$ cat src/rtl/axi_clint_timer_if.sv
// AXI4 bus bundle for the machine-timer slave port.
// Master modport drives requests, Slave modport drives responses.
interface AXI_BUS #(
  parameter int unsigned AXI_ADDR_WIDTH = 32,
  parameter int unsigned AXI_DATA_WIDTH = 32,
  parameter int unsigned AXI_ID_WIDTH   = 16,
  parameter int unsigned AXI_USER_WIDTH = 10
);
  logic [AXI_ID_WIDTH-1:0]     aw_id;
  logic [AXI_ADDR_WIDTH-1:0]   aw_addr;
  logic [7:0]                  aw_len;
  logic [2:0]                  aw_size;
  logic [1:0]                  aw_burst;
  logic [AXI_USER_WIDTH-1:0]   aw_user;
  logic                        aw_valid;
  logic                        aw_ready;

  logic [AXI_DATA_WIDTH-1:0]   w_data;
  logic [AXI_DATA_WIDTH/8-1:0] w_strb;
  logic                        w_last;
  logic [AXI_USER_WIDTH-1:0]   w_user;
  logic                        w_valid;
  logic                        w_ready;

  logic [AXI_ID_WIDTH-1:0]     b_id;
  logic [1:0]                  b_resp;
  logic [AXI_USER_WIDTH-1:0]   b_user;
  logic                        b_valid;
  logic                        b_ready;

  logic [AXI_ID_WIDTH-1:0]     ar_id;
  logic [AXI_ADDR_WIDTH-1:0]   ar_addr;
  logic [7:0]                  ar_len;
  logic [2:0]                  ar_size;
  logic [1:0]                  ar_burst;
  logic [AXI_USER_WIDTH-1:0]   ar_user;
  logic                        ar_valid;
  logic                        ar_ready;

  logic [AXI_ID_WIDTH-1:0]     r_id;
  logic [AXI_DATA_WIDTH-1:0]   r_data;
  logic [1:0]                  r_resp;
  logic                        r_last;
  logic [AXI_USER_WIDTH-1:0]   r_user;
  logic                        r_valid;
  logic                        r_ready;

  modport Master (
    output aw_id, aw_addr, aw_len, aw_size, aw_burst, aw_user, aw_valid, input aw_ready,
    output w_data, w_strb, w_last, w_user, w_valid, input w_ready,
    input  b_id, b_resp, b_user, b_valid, output b_ready,
    output ar_id, ar_addr, ar_len, ar_size, ar_burst, ar_user, ar_valid, input ar_ready,
    input  r_id, r_data, r_resp, r_last, r_user, r_valid, output r_ready
  );

  modport Slave (
    input  aw_id, aw_addr, aw_len, aw_size, aw_burst, aw_user, aw_valid, output aw_ready,
    input  w_data, w_strb, w_last, w_user, w_valid, output w_ready,
    output b_id, b_resp, b_user, b_valid, input b_ready,
    input  ar_id, ar_addr, ar_len, ar_size, ar_burst, ar_user, ar_valid, output ar_ready,
    output r_id, r_data, r_resp, r_last, r_user, r_valid, input r_ready
  );
endinterface

$ cat src/rtl/axi_clint_timer.sv
// AXI4 slave machine timer: 64-bit mtime/mtimecmp with a prescaled count
// and a registered level timer interrupt. Single-beat 32-bit registers.
// Optional MSIP software interrupt register enabled by `CLINT_MSIP_EN.
module axi_clint_timer #(
  parameter int unsigned AXI_ADDR_WIDTH = 32,
  parameter int unsigned AXI_DATA_WIDTH = 32,
  parameter int unsigned AXI_ID_WIDTH   = 16,
  parameter int unsigned AXI_USER_WIDTH = 10,
  parameter int unsigned PRESCALE       = 25
) (
  input  logic   clk_i,
  input  logic   rst_ni,
  AXI_BUS.Slave  AXI_Slave,
  output logic   timer_irq_o
`ifdef CLINT_MSIP_EN
  ,
  output logic   sw_irq_o
`endif
);

  localparam int unsigned PW = (PRESCALE > 1) ? $clog2(PRESCALE) : 1;
  localparam logic [1:0] RESP_OKAY   = 2'b00;
  localparam logic [1:0] RESP_SLVERR = 2'b10;

  typedef enum logic [1:0] {IDLE, W_DRAIN, B_RESP, R_RESP} state_t;
  state_t state_q, state_d;

  logic [63:0]             mtime_q, mtimecmp_q;
  logic [PW-1:0]           presc_q;
  logic                    ctrl_en_q, irq_q, tick;
  logic                    wr_hs, rd_hs, wr_dec, rd_dec;
  logic [2:0]              wr_idx, rd_idx;
  logic [31:0]             wr_lo, wr_hi, wr_cmp_lo, wr_cmp_hi;
  logic [AXI_DATA_WIDTH-1:0] rd_data;
  logic [AXI_ID_WIDTH-1:0] b_id_q, r_id_q;
  logic [1:0]              b_resp_q, r_resp_q;
  logic [AXI_DATA_WIDTH-1:0] r_data_q;
`ifdef CLINT_MSIP_EN
  logic                    msip_q;
`endif

  // Per-byte merge of a write into a 32-bit register word.
  function automatic logic [31:0] merge(input logic [31:0] old, input logic [31:0] wd,
                                        input logic [3:0] strb);
    logic [31:0] r;
    for (int b = 0; b < 4; b++) r[b*8 +: 8] = strb[b] ? wd[b*8 +: 8] : old[b*8 +: 8];
    return r;
  endfunction

  // A complete write (AW+W) always wins over a read in IDLE.
  assign wr_hs  = (state_q == IDLE) && AXI_Slave.aw_valid && AXI_Slave.w_valid;
  assign rd_hs  = (state_q == IDLE) && AXI_Slave.ar_valid &&
                  !(AXI_Slave.aw_valid && AXI_Slave.w_valid);
  assign wr_idx = AXI_Slave.aw_addr[4:2];
  assign rd_idx = AXI_Slave.ar_addr[4:2];
`ifdef CLINT_MSIP_EN
  assign wr_dec = (wr_idx <= 3'd5);
`else
  assign wr_dec = (wr_idx <= 3'd4);
`endif

  assign wr_lo     = merge(mtime_q[31:0],     AXI_Slave.w_data[31:0], AXI_Slave.w_strb[3:0]);
  assign wr_hi     = merge(mtime_q[63:32],    AXI_Slave.w_data[31:0], AXI_Slave.w_strb[3:0]);
  assign wr_cmp_lo = merge(mtimecmp_q[31:0],  AXI_Slave.w_data[31:0], AXI_Slave.w_strb[3:0]);
  assign wr_cmp_hi = merge(mtimecmp_q[63:32], AXI_Slave.w_data[31:0], AXI_Slave.w_strb[3:0]);
  assign tick      = ctrl_en_q && (presc_q == PW'(PRESCALE - 1));

  // Read mux; undecoded offsets return zero and flag the error.
  always_comb begin
    rd_data = '0;
    rd_dec  = 1'b1;
    case (rd_idx)
      3'd0: rd_data[31:0] = mtime_q[31:0];
      3'd1: rd_data[31:0] = mtime_q[63:32];
      3'd2: rd_data[31:0] = mtimecmp_q[31:0];
      3'd3: rd_data[31:0] = mtimecmp_q[63:32];
      3'd4: rd_data[0]    = ctrl_en_q;
`ifdef CLINT_MSIP_EN
      3'd5: rd_data[0]    = msip_q;
`endif
      default: rd_dec = 1'b0;
    endcase
  end

  // FSM state register.
  always_ff @(posedge clk_i or negedge rst_ni) begin
    if (!rst_ni) state_q <= IDLE;
    else         state_q <= state_d;
  end

  // FSM next state and handshake outputs.
  always_comb begin
    state_d            = state_q;
    AXI_Slave.aw_ready = wr_hs;
    AXI_Slave.w_ready  = wr_hs || (state_q == W_DRAIN);
    AXI_Slave.ar_ready = rd_hs;
    AXI_Slave.b_valid  = (state_q == B_RESP);
    AXI_Slave.r_valid  = (state_q == R_RESP);
    case (state_q)
      IDLE:    if (wr_hs)      state_d = AXI_Slave.w_last ? B_RESP : W_DRAIN;
               else if (rd_hs) state_d = R_RESP;
      W_DRAIN: if (AXI_Slave.w_valid && AXI_Slave.w_last) state_d = B_RESP;
      B_RESP:  if (AXI_Slave.b_ready) state_d = IDLE;
      R_RESP:  if (AXI_Slave.r_ready) state_d = IDLE;
      default: state_d = IDLE;
    endcase
  end

  // Response capture: IDs echoed, bursts and undecoded offsets get SLVERR.
  always_ff @(posedge clk_i or negedge rst_ni) begin
    if (!rst_ni) begin
      b_id_q   <= '0;
      b_resp_q <= RESP_OKAY;
      r_id_q   <= '0;
      r_resp_q <= RESP_OKAY;
      r_data_q <= '0;
    end else begin
      if (wr_hs) begin
        b_id_q   <= AXI_Slave.aw_id;
        b_resp_q <= (wr_dec && AXI_Slave.aw_len == 8'd0) ? RESP_OKAY : RESP_SLVERR;
      end
      if (rd_hs) begin
        r_id_q   <= AXI_Slave.ar_id;
        r_resp_q <= (rd_dec && AXI_Slave.ar_len == 8'd0) ? RESP_OKAY : RESP_SLVERR;
        r_data_q <= rd_data;
      end
    end
  end

  // Timer state: a SW write to one mtime word pre-empts the increment, so
  // the other word holds and no carry lands in a freshly written word.
  always_ff @(posedge clk_i or negedge rst_ni) begin
    if (!rst_ni) begin
      mtime_q    <= '0;
      mtimecmp_q <= '1;
      presc_q    <= '0;
      ctrl_en_q  <= 1'b1;
      irq_q      <= 1'b0;
    end else begin
      if (ctrl_en_q) presc_q <= tick ? '0 : presc_q + PW'(1);
      if (wr_hs && wr_idx == 3'd0)      mtime_q[31:0]  <= wr_lo;
      else if (wr_hs && wr_idx == 3'd1) mtime_q[63:32] <= wr_hi;
      else if (tick)                    mtime_q        <= mtime_q + 64'd1;
      if (wr_hs && wr_idx == 3'd2) mtimecmp_q[31:0]  <= wr_cmp_lo;
      if (wr_hs && wr_idx == 3'd3) mtimecmp_q[63:32] <= wr_cmp_hi;
      if (wr_hs && wr_idx == 3'd4 && AXI_Slave.w_strb[0]) ctrl_en_q <= AXI_Slave.w_data[0];
      irq_q <= (mtime_q >= mtimecmp_q);
    end
  end

`ifdef CLINT_MSIP_EN
  // Software interrupt bit.
  always_ff @(posedge clk_i or negedge rst_ni) begin
    if (!rst_ni) msip_q <= 1'b0;
    else if (wr_hs && wr_idx == 3'd5 && AXI_Slave.w_strb[0]) msip_q <= AXI_Slave.w_data[0];
  end
  assign sw_irq_o = msip_q;
`endif

  assign timer_irq_o      = irq_q;
  assign AXI_Slave.b_id   = b_id_q;
  assign AXI_Slave.b_resp = b_resp_q;
  assign AXI_Slave.b_user = '0;
  assign AXI_Slave.r_id   = r_id_q;
  assign AXI_Slave.r_data = r_data_q;
  assign AXI_Slave.r_resp = r_resp_q;
  assign AXI_Slave.r_last = 1'b1;
  assign AXI_Slave.r_user = '0;

  logic unused_ok;
  assign unused_ok = ^{AXI_Slave.aw_addr[AXI_ADDR_WIDTH-1:5], AXI_Slave.aw_addr[1:0],
                       AXI_Slave.ar_addr[AXI_ADDR_WIDTH-1:5], AXI_Slave.ar_addr[1:0],
                       AXI_Slave.aw_size, AXI_Slave.aw_burst, AXI_Slave.aw_user,
                       AXI_Slave.ar_size, AXI_Slave.ar_burst, AXI_Slave.ar_user,
                       AXI_Slave.w_user, AXI_Slave.w_data, AXI_Slave.w_strb};

endmodule
$ cat src/flat_wrapper.sv
// flat-port wrapper written by rule: the top's interface ports become plain ports
module axi_clint_timer_flat 
#(
  parameter int unsigned AXI_ADDR_WIDTH = 32,
  parameter int unsigned AXI_DATA_WIDTH = 32,
  parameter int unsigned AXI_ID_WIDTH   = 16,
  parameter int unsigned AXI_USER_WIDTH = 10,
  parameter int unsigned PRESCALE       = 25
)
  (clk_i, rst_ni, timer_irq_o, AXI_Slave_aw_id, AXI_Slave_aw_addr, AXI_Slave_aw_len, AXI_Slave_aw_size, AXI_Slave_aw_burst, AXI_Slave_aw_user, AXI_Slave_aw_valid, AXI_Slave_aw_ready, AXI_Slave_w_data, AXI_Slave_w_strb, AXI_Slave_w_last, AXI_Slave_w_user, AXI_Slave_w_valid, AXI_Slave_w_ready, AXI_Slave_b_id, AXI_Slave_b_resp, AXI_Slave_b_user, AXI_Slave_b_valid, AXI_Slave_b_ready, AXI_Slave_ar_id, AXI_Slave_ar_addr, AXI_Slave_ar_len, AXI_Slave_ar_size, AXI_Slave_ar_burst, AXI_Slave_ar_user, AXI_Slave_ar_valid, AXI_Slave_ar_ready, AXI_Slave_r_id, AXI_Slave_r_data, AXI_Slave_r_resp, AXI_Slave_r_last, AXI_Slave_r_user, AXI_Slave_r_valid, AXI_Slave_r_ready);
  AXI_BUS #(.AXI_ADDR_WIDTH(AXI_ADDR_WIDTH), .AXI_DATA_WIDTH(AXI_DATA_WIDTH), .AXI_ID_WIDTH(AXI_ID_WIDTH), .AXI_USER_WIDTH(AXI_USER_WIDTH)) AXI_Slave_i ();
  input  logic clk_i;
  input  logic rst_ni;
  output logic timer_irq_o;
  input wire logic [$bits(AXI_Slave_i.aw_id)-1:0] AXI_Slave_aw_id;
  input wire logic [$bits(AXI_Slave_i.aw_addr)-1:0] AXI_Slave_aw_addr;
  input wire logic [$bits(AXI_Slave_i.aw_len)-1:0] AXI_Slave_aw_len;
  input wire logic [$bits(AXI_Slave_i.aw_size)-1:0] AXI_Slave_aw_size;
  input wire logic [$bits(AXI_Slave_i.aw_burst)-1:0] AXI_Slave_aw_burst;
  input wire logic [$bits(AXI_Slave_i.aw_user)-1:0] AXI_Slave_aw_user;
  input wire logic [$bits(AXI_Slave_i.aw_valid)-1:0] AXI_Slave_aw_valid;
  output wire logic [$bits(AXI_Slave_i.aw_ready)-1:0] AXI_Slave_aw_ready;
  input wire logic [$bits(AXI_Slave_i.w_data)-1:0] AXI_Slave_w_data;
  input wire logic [$bits(AXI_Slave_i.w_strb)-1:0] AXI_Slave_w_strb;
  input wire logic [$bits(AXI_Slave_i.w_last)-1:0] AXI_Slave_w_last;
  input wire logic [$bits(AXI_Slave_i.w_user)-1:0] AXI_Slave_w_user;
  input wire logic [$bits(AXI_Slave_i.w_valid)-1:0] AXI_Slave_w_valid;
  output wire logic [$bits(AXI_Slave_i.w_ready)-1:0] AXI_Slave_w_ready;
  output wire logic [$bits(AXI_Slave_i.b_id)-1:0] AXI_Slave_b_id;
  output wire logic [$bits(AXI_Slave_i.b_resp)-1:0] AXI_Slave_b_resp;
  output wire logic [$bits(AXI_Slave_i.b_user)-1:0] AXI_Slave_b_user;
  output wire logic [$bits(AXI_Slave_i.b_valid)-1:0] AXI_Slave_b_valid;
  input wire logic [$bits(AXI_Slave_i.b_ready)-1:0] AXI_Slave_b_ready;
  input wire logic [$bits(AXI_Slave_i.ar_id)-1:0] AXI_Slave_ar_id;
  input wire logic [$bits(AXI_Slave_i.ar_addr)-1:0] AXI_Slave_ar_addr;
  input wire logic [$bits(AXI_Slave_i.ar_len)-1:0] AXI_Slave_ar_len;
  input wire logic [$bits(AXI_Slave_i.ar_size)-1:0] AXI_Slave_ar_size;
  input wire logic [$bits(AXI_Slave_i.ar_burst)-1:0] AXI_Slave_ar_burst;
  input wire logic [$bits(AXI_Slave_i.ar_user)-1:0] AXI_Slave_ar_user;
  input wire logic [$bits(AXI_Slave_i.ar_valid)-1:0] AXI_Slave_ar_valid;
  output wire logic [$bits(AXI_Slave_i.ar_ready)-1:0] AXI_Slave_ar_ready;
  output wire logic [$bits(AXI_Slave_i.r_id)-1:0] AXI_Slave_r_id;
  output wire logic [$bits(AXI_Slave_i.r_data)-1:0] AXI_Slave_r_data;
  output wire logic [$bits(AXI_Slave_i.r_resp)-1:0] AXI_Slave_r_resp;
  output wire logic [$bits(AXI_Slave_i.r_last)-1:0] AXI_Slave_r_last;
  output wire logic [$bits(AXI_Slave_i.r_user)-1:0] AXI_Slave_r_user;
  output wire logic [$bits(AXI_Slave_i.r_valid)-1:0] AXI_Slave_r_valid;
  input wire logic [$bits(AXI_Slave_i.r_ready)-1:0] AXI_Slave_r_ready;
  assign AXI_Slave_i.aw_id = AXI_Slave_aw_id;
  assign AXI_Slave_i.aw_addr = AXI_Slave_aw_addr;
  assign AXI_Slave_i.aw_len = AXI_Slave_aw_len;
  assign AXI_Slave_i.aw_size = AXI_Slave_aw_size;
  assign AXI_Slave_i.aw_burst = AXI_Slave_aw_burst;
  assign AXI_Slave_i.aw_user = AXI_Slave_aw_user;
  assign AXI_Slave_i.aw_valid = AXI_Slave_aw_valid;
  assign AXI_Slave_aw_ready = AXI_Slave_i.aw_ready;
  assign AXI_Slave_i.w_data = AXI_Slave_w_data;
  assign AXI_Slave_i.w_strb = AXI_Slave_w_strb;
  assign AXI_Slave_i.w_last = AXI_Slave_w_last;
  assign AXI_Slave_i.w_user = AXI_Slave_w_user;
  assign AXI_Slave_i.w_valid = AXI_Slave_w_valid;
  assign AXI_Slave_w_ready = AXI_Slave_i.w_ready;
  assign AXI_Slave_b_id = AXI_Slave_i.b_id;
  assign AXI_Slave_b_resp = AXI_Slave_i.b_resp;
  assign AXI_Slave_b_user = AXI_Slave_i.b_user;
  assign AXI_Slave_b_valid = AXI_Slave_i.b_valid;
  assign AXI_Slave_i.b_ready = AXI_Slave_b_ready;
  assign AXI_Slave_i.ar_id = AXI_Slave_ar_id;
  assign AXI_Slave_i.ar_addr = AXI_Slave_ar_addr;
  assign AXI_Slave_i.ar_len = AXI_Slave_ar_len;
  assign AXI_Slave_i.ar_size = AXI_Slave_ar_size;
  assign AXI_Slave_i.ar_burst = AXI_Slave_ar_burst;
  assign AXI_Slave_i.ar_user = AXI_Slave_ar_user;
  assign AXI_Slave_i.ar_valid = AXI_Slave_ar_valid;
  assign AXI_Slave_ar_ready = AXI_Slave_i.ar_ready;
  assign AXI_Slave_r_id = AXI_Slave_i.r_id;
  assign AXI_Slave_r_data = AXI_Slave_i.r_data;
  assign AXI_Slave_r_resp = AXI_Slave_i.r_resp;
  assign AXI_Slave_r_last = AXI_Slave_i.r_last;
  assign AXI_Slave_r_user = AXI_Slave_i.r_user;
  assign AXI_Slave_r_valid = AXI_Slave_i.r_valid;
  assign AXI_Slave_i.r_ready = AXI_Slave_r_ready;
  axi_clint_timer #(.AXI_ADDR_WIDTH(AXI_ADDR_WIDTH), .AXI_DATA_WIDTH(AXI_DATA_WIDTH), .AXI_ID_WIDTH(AXI_ID_WIDTH), .AXI_USER_WIDTH(AXI_USER_WIDTH), .PRESCALE(PRESCALE)) u_core (.clk_i(clk_i), .rst_ni(rst_ni), .AXI_Slave(AXI_Slave_i), .timer_irq_o(timer_irq_o));
endmodule
$ cat config.mk
export PLATFORM = sky130hd
export DESIGN_NAME = axi_clint_timer_flat
export DESIGN_NICKNAME = d
export VERILOG_FILES = /design/src/rtl/axi_clint_timer_if.sv /design/src/rtl/axi_clint_timer.sv /design/src/flat_wrapper.sv
export SDC_FILE = /design/constraint.sdc
export NUM_CORES = 1
export LEC_CHECK = 0
export CORE_ASPECT_RATIO = 1.4
export CORE_MARGIN = 5
export CORE_UTILIZATION = 46
export CTS_CLUSTER_DIAMETER = 100
export DETAILED_ROUTE_END_ITERATION = 10
export GPL_ROUTABILITY_DRIVEN = 0
export PLACE_DENSITY = 0.78
export SYNTH_ARGS = -nofsm -noshare
export SYNTH_HDL_FRONTEND = slang
export SYNTH_SLANG_ARGS = --single-unit
$ cat constraint.sdc
create_clock -name clk_i -period 2.2 [get_ports clk_i]
set_input_delay 0.44 -clock clk_i [delete_from_list [all_inputs] [get_ports clk_i]]
set_output_delay 0.44 -clock clk_i [all_outputs]
set_load 0.1 [all_outputs]
==> flow_summary.yaml <==
outcome:
  status: "complete, but fails checks"
  violations: "setup timing"
worst_setup_path:
  start_kind: "flop"
  cpPeakStageDelay_ps: 510
  required_ps: 2590
  ff2ff_path_depth: 9
  critical_path_depth: 9
  crit_buf_inv: 2
  critPathMostFrequentCell: "buf_6"
  criticalPathCategory: "flop to flop"
  r2r_slack_ps: -180
  critPathSlowestCell: "or4_4"
  worstPathCellList: "ha_4, nand4_1, or3_4, or4_4, buf_6, nor2_4, buf_6, a41o_1, a21oi_1"
  cp_max_fo: 5
  critPathCaptureType: "flop"
  cpLargestDelayFamily: "simple AND/OR/NAND/NOR gates"
  worstPathArrival_ps: 2770
grt:
  overflow: 0
  grt_usage_pct: 26.73
  grt_first_pass_wirelength_um: 65240
  grt_start_max_net_pins: 55
  antenna_found_initial: 0
  grt_pass1_vias: 12430
sta:
  setup_viol: 16
  final-hold-violation-count: 0
  period_share_pct: 108.1
  fin_worst_skew_ps: 19.95
  timing.fmax_mhz: 420.5
  worstMarginPinSlew_ps: 594.0
  fin_crit_ps: 2378
  holdWs_ps: 438.9
  final_max_slew_viol_count: 0
  rsz0062_at_grt: "yes"
  layout_setup_ws_ps: -178.1
  max_slew_margin_pct: 60.40
final_layout:
  antenna_cells: 0
  mostFrequentLayoutCells: "buf_4 (315), dfrtp_1 (135), nand2_1 (122), a21oi_1 (113), clkdlybuf4s50_1 (94)"
  area_growth_pct: 41.93
  mostFrequentLayoutCell: "buf_4"
  layout-drive-gt1-share_pct: 36.59
  fin_nets: 1967
  finalInstanceArea_um2: 17440
clock_network:
  htreeDepth: 1
  cts_buffer_depth: 3
  clk_pin_slew_ps: 60
  root_buffer: "clkbuf_16"
  cts_tree: "yes"
  cts_sinks: 203
  clock_latency_ps: 520
  cts_buffers: 21
synthesis:
  synth_compound_area_share_pct: 20.77
  async_flop_share_pct: 100.0
  synth_top_family_by_area: "compound AO/OA/AOI/OAI gates"
  syn_inst: 1306
  synth_flop_cell: "dfrtp_1"
  synth_area_um2: 12290
  synth_xor_xnor_area_share_pct: 0.1426
  synth-simple-area-share_pct: 16.52
  syn_avg_cell_area_um2: 9.409
  ys_seq_elements: 203
  synth_edf_count: 0
  yosysWarnings: 0
  yosys-mux-area-fraction_pct: 7.942
  ys_seq_area_share_pct: 42.00
  synth_fa_ha_area_share_pct: 6.822
  synth_cell_types: 72
power_and_ir_drop:
  power_density_nw_per_um2: 1065
  p_sw_mw: 8.526
  static-leakage-power_nw: 7.858
  peakVddDrop_mv: 1.204
  clock_power_share_pct: 20.6
  combPwrFrac_pct: 49.2
  swShare_pct: 45.90
  power_frac_seq_pct: 30.2
  total_power_mw: 18.57
  p_int_mw: 10.05
floorplan:
  core.rowCount: 70
  die_y_um: 203.4
  start_util_pct: 46.77
  dieArea_um2: 30130
  core_um2: 26280
  io_pins: 291
  die_w_um: 148.1
place:
  dpl-instance-area_um2: 15910
  dpl.hpwl_um: 30550
  portBuffers: 169
routing:
  num_vias: 12540
  drt-total-wl_um: 42660
  wl_per_cell_um: 20.88
  first_iter_violations: 1382
  post-route-drc-count: 0
  ant_nets: 0
  viasPerCell: 6.140
  first_pass_iters: 6
job:
  cap_viol_max_count: 0
min_path:
  min_path_type: "input pin to asynchronous set/reset pin"
cell families (layout without fill, tap and decap cells):
family / Yosys count / in the layout
fa+ha+maj: 67 / 67
simple gates: 389 / 389
other cells: 2 / 23
xor+xnor: 2 / 2
buf+inv: 163 / 555
flops: 203 / 203
mux: 86 / 86
compound gates: 394 / 394
sequential cells by signal, indices dropped and copies added (netlist names):
signal	cells
u_core.AXI_Slave.r_id	16
u_core.ctrl_en_q	1
u_core.presc_q	5
u_core.state_q	2
u_core.AXI_Slave.r_resp	1
u_core.AXI_Slave.r_data	32
u_core.mtime_q	64
u_core.AXI_Slave.b_resp	1
u_core.timer_irq_o	1
u_core.AXI_Slave.b_id	16
u_core.mtimecmp_q	64
repair_timing:
| action | in CTS | in global routing |
|---|---|---|
| pin swaps | 20 | 34 |
| gates resized for setup | 46 | 70 |
| setup endpoints to repair | 93 | 103 |
| hold buffers | 1 | 0 |
| buffers inserted | 18 | 16 |
| endpoints found under the hold margin | 33 | 0 |
| gates cloned | 0 | 0 |
power groups by stage:
stage | Sequential [mW] | Clock, mW | Combinational (mW)
global route | 5.73 | 4.06 | 9.59
finish | 5.61 | 3.83 | 9.14
floorplan | 9.19 | 0 | 2.59
global placement | 5.59 | 0 | 8.59
detailed placement | 5.65 | 0 | 8.74
CTS | 5.60 | 3.89 | 8.93
cell type report:
type / count / area (µm²)
clock buffers: 30 / 609.3
clock inverters: 8 / 122.6
fillers: 1989 / 8835
inverters: 76 / 290.3
multi-input cells: 961 / 7046
flip-flops and latches: 203 / 5165
well taps: 324 / 405.4
repair buffers: 441 / 3802
per-layer routing:
| layer | vias up | track usage (%) | part of all wire (%) |
|---|---|---|---|
| met3 | 231 | 4.423 | 8.4 |
| met4 | 0 | 14.76 | 7.1 |
| met2 | 749 | 45.39 | 48 |
| li1 | 5603 | - | - |
| met5 | - | 0 | 0 |
| met1 | 5960 | 32.24 | 37 |
metrics by stage:
| stage | std cells | util [%] | setup TNS [ps] | worst slack, ps |
|---|---|---|---|---|
| 6_report | 2043 | 66.38 | -1136 | -178.1 |
| 5_1_grt | 2043 | 66.38 | -2108 | -202.8 |
| 4_1_cts | 2027 | 64.67 | -500.6 | -100.6 |
| 3_5_place_dp | 1970 | 60.56 | -76020 | -690.1 |
| 3_3_place_gp | 1970 | 60.56 | -71670 | -680.3 |
| 2_1_floorplan | 1327 | - | -45.06 | -37.42 |
path summary, 6_finish.rpt:
kind                                                         start                                      end
min in group clk_i                             AXI_Slave_ar_id[12]    u_core.AXI_Slave.r_id[12]$_DFFE_PN0P_
min                                                         rst_ni           u_core.mtime_q[53]$_DFFE_PN0P_
max                                  u_core.mtime_q[1]$_DFFE_PN0P_           u_core.mtime_q[52]$_DFFE_PN0P_
max reg2reg                          u_core.mtime_q[1]$_DFFE_PN0P_           u_core.mtime_q[52]$_DFFE_PN0P_
max in group asynchronous                                   rst_ni         u_core.mtimecmp_q[1]$_DFFE_PN1P_
min reg2reg                u_core.AXI_Slave.r_data[18]$_DFFE_PN0P_  u_core.AXI_Slave.r_data[18]$_DFFE_PN0P_
synth_stat cells, drive strengths merged, types with 8 or more instances:
cell type | number | area (µm²)
o22ai | 15 | 93.84
nor3 | 13 | 70.07
and2 | 9 | 56.30
mux2 | 82 | 923.4
and3 | 18 | 112.6
o21ai | 54 | 270.3
nor4 | 20 | 161.4
dfstp | 65 | 1708
nand2 | 130 | 503.0
inv | 75 | 281.5
nor2 | 63 | 241.5
o22a | 14 | 122.6
a21o | 55 | 412.9
nand4 | 37 | 246.5
a2bb2oi | 8 | 70.07
buf | 35 | 225.2
a31oi | 14 | 87.58
nand3 | 53 | 277.8
ha | 67 | 838.3
a22oi | 63 | 473.0
clkbuf | 52 | 195.2
a21oi | 124 | 620.6
dfrtp | 138 | 3453
Note: power is estimated with default switching activity, not from simulation.
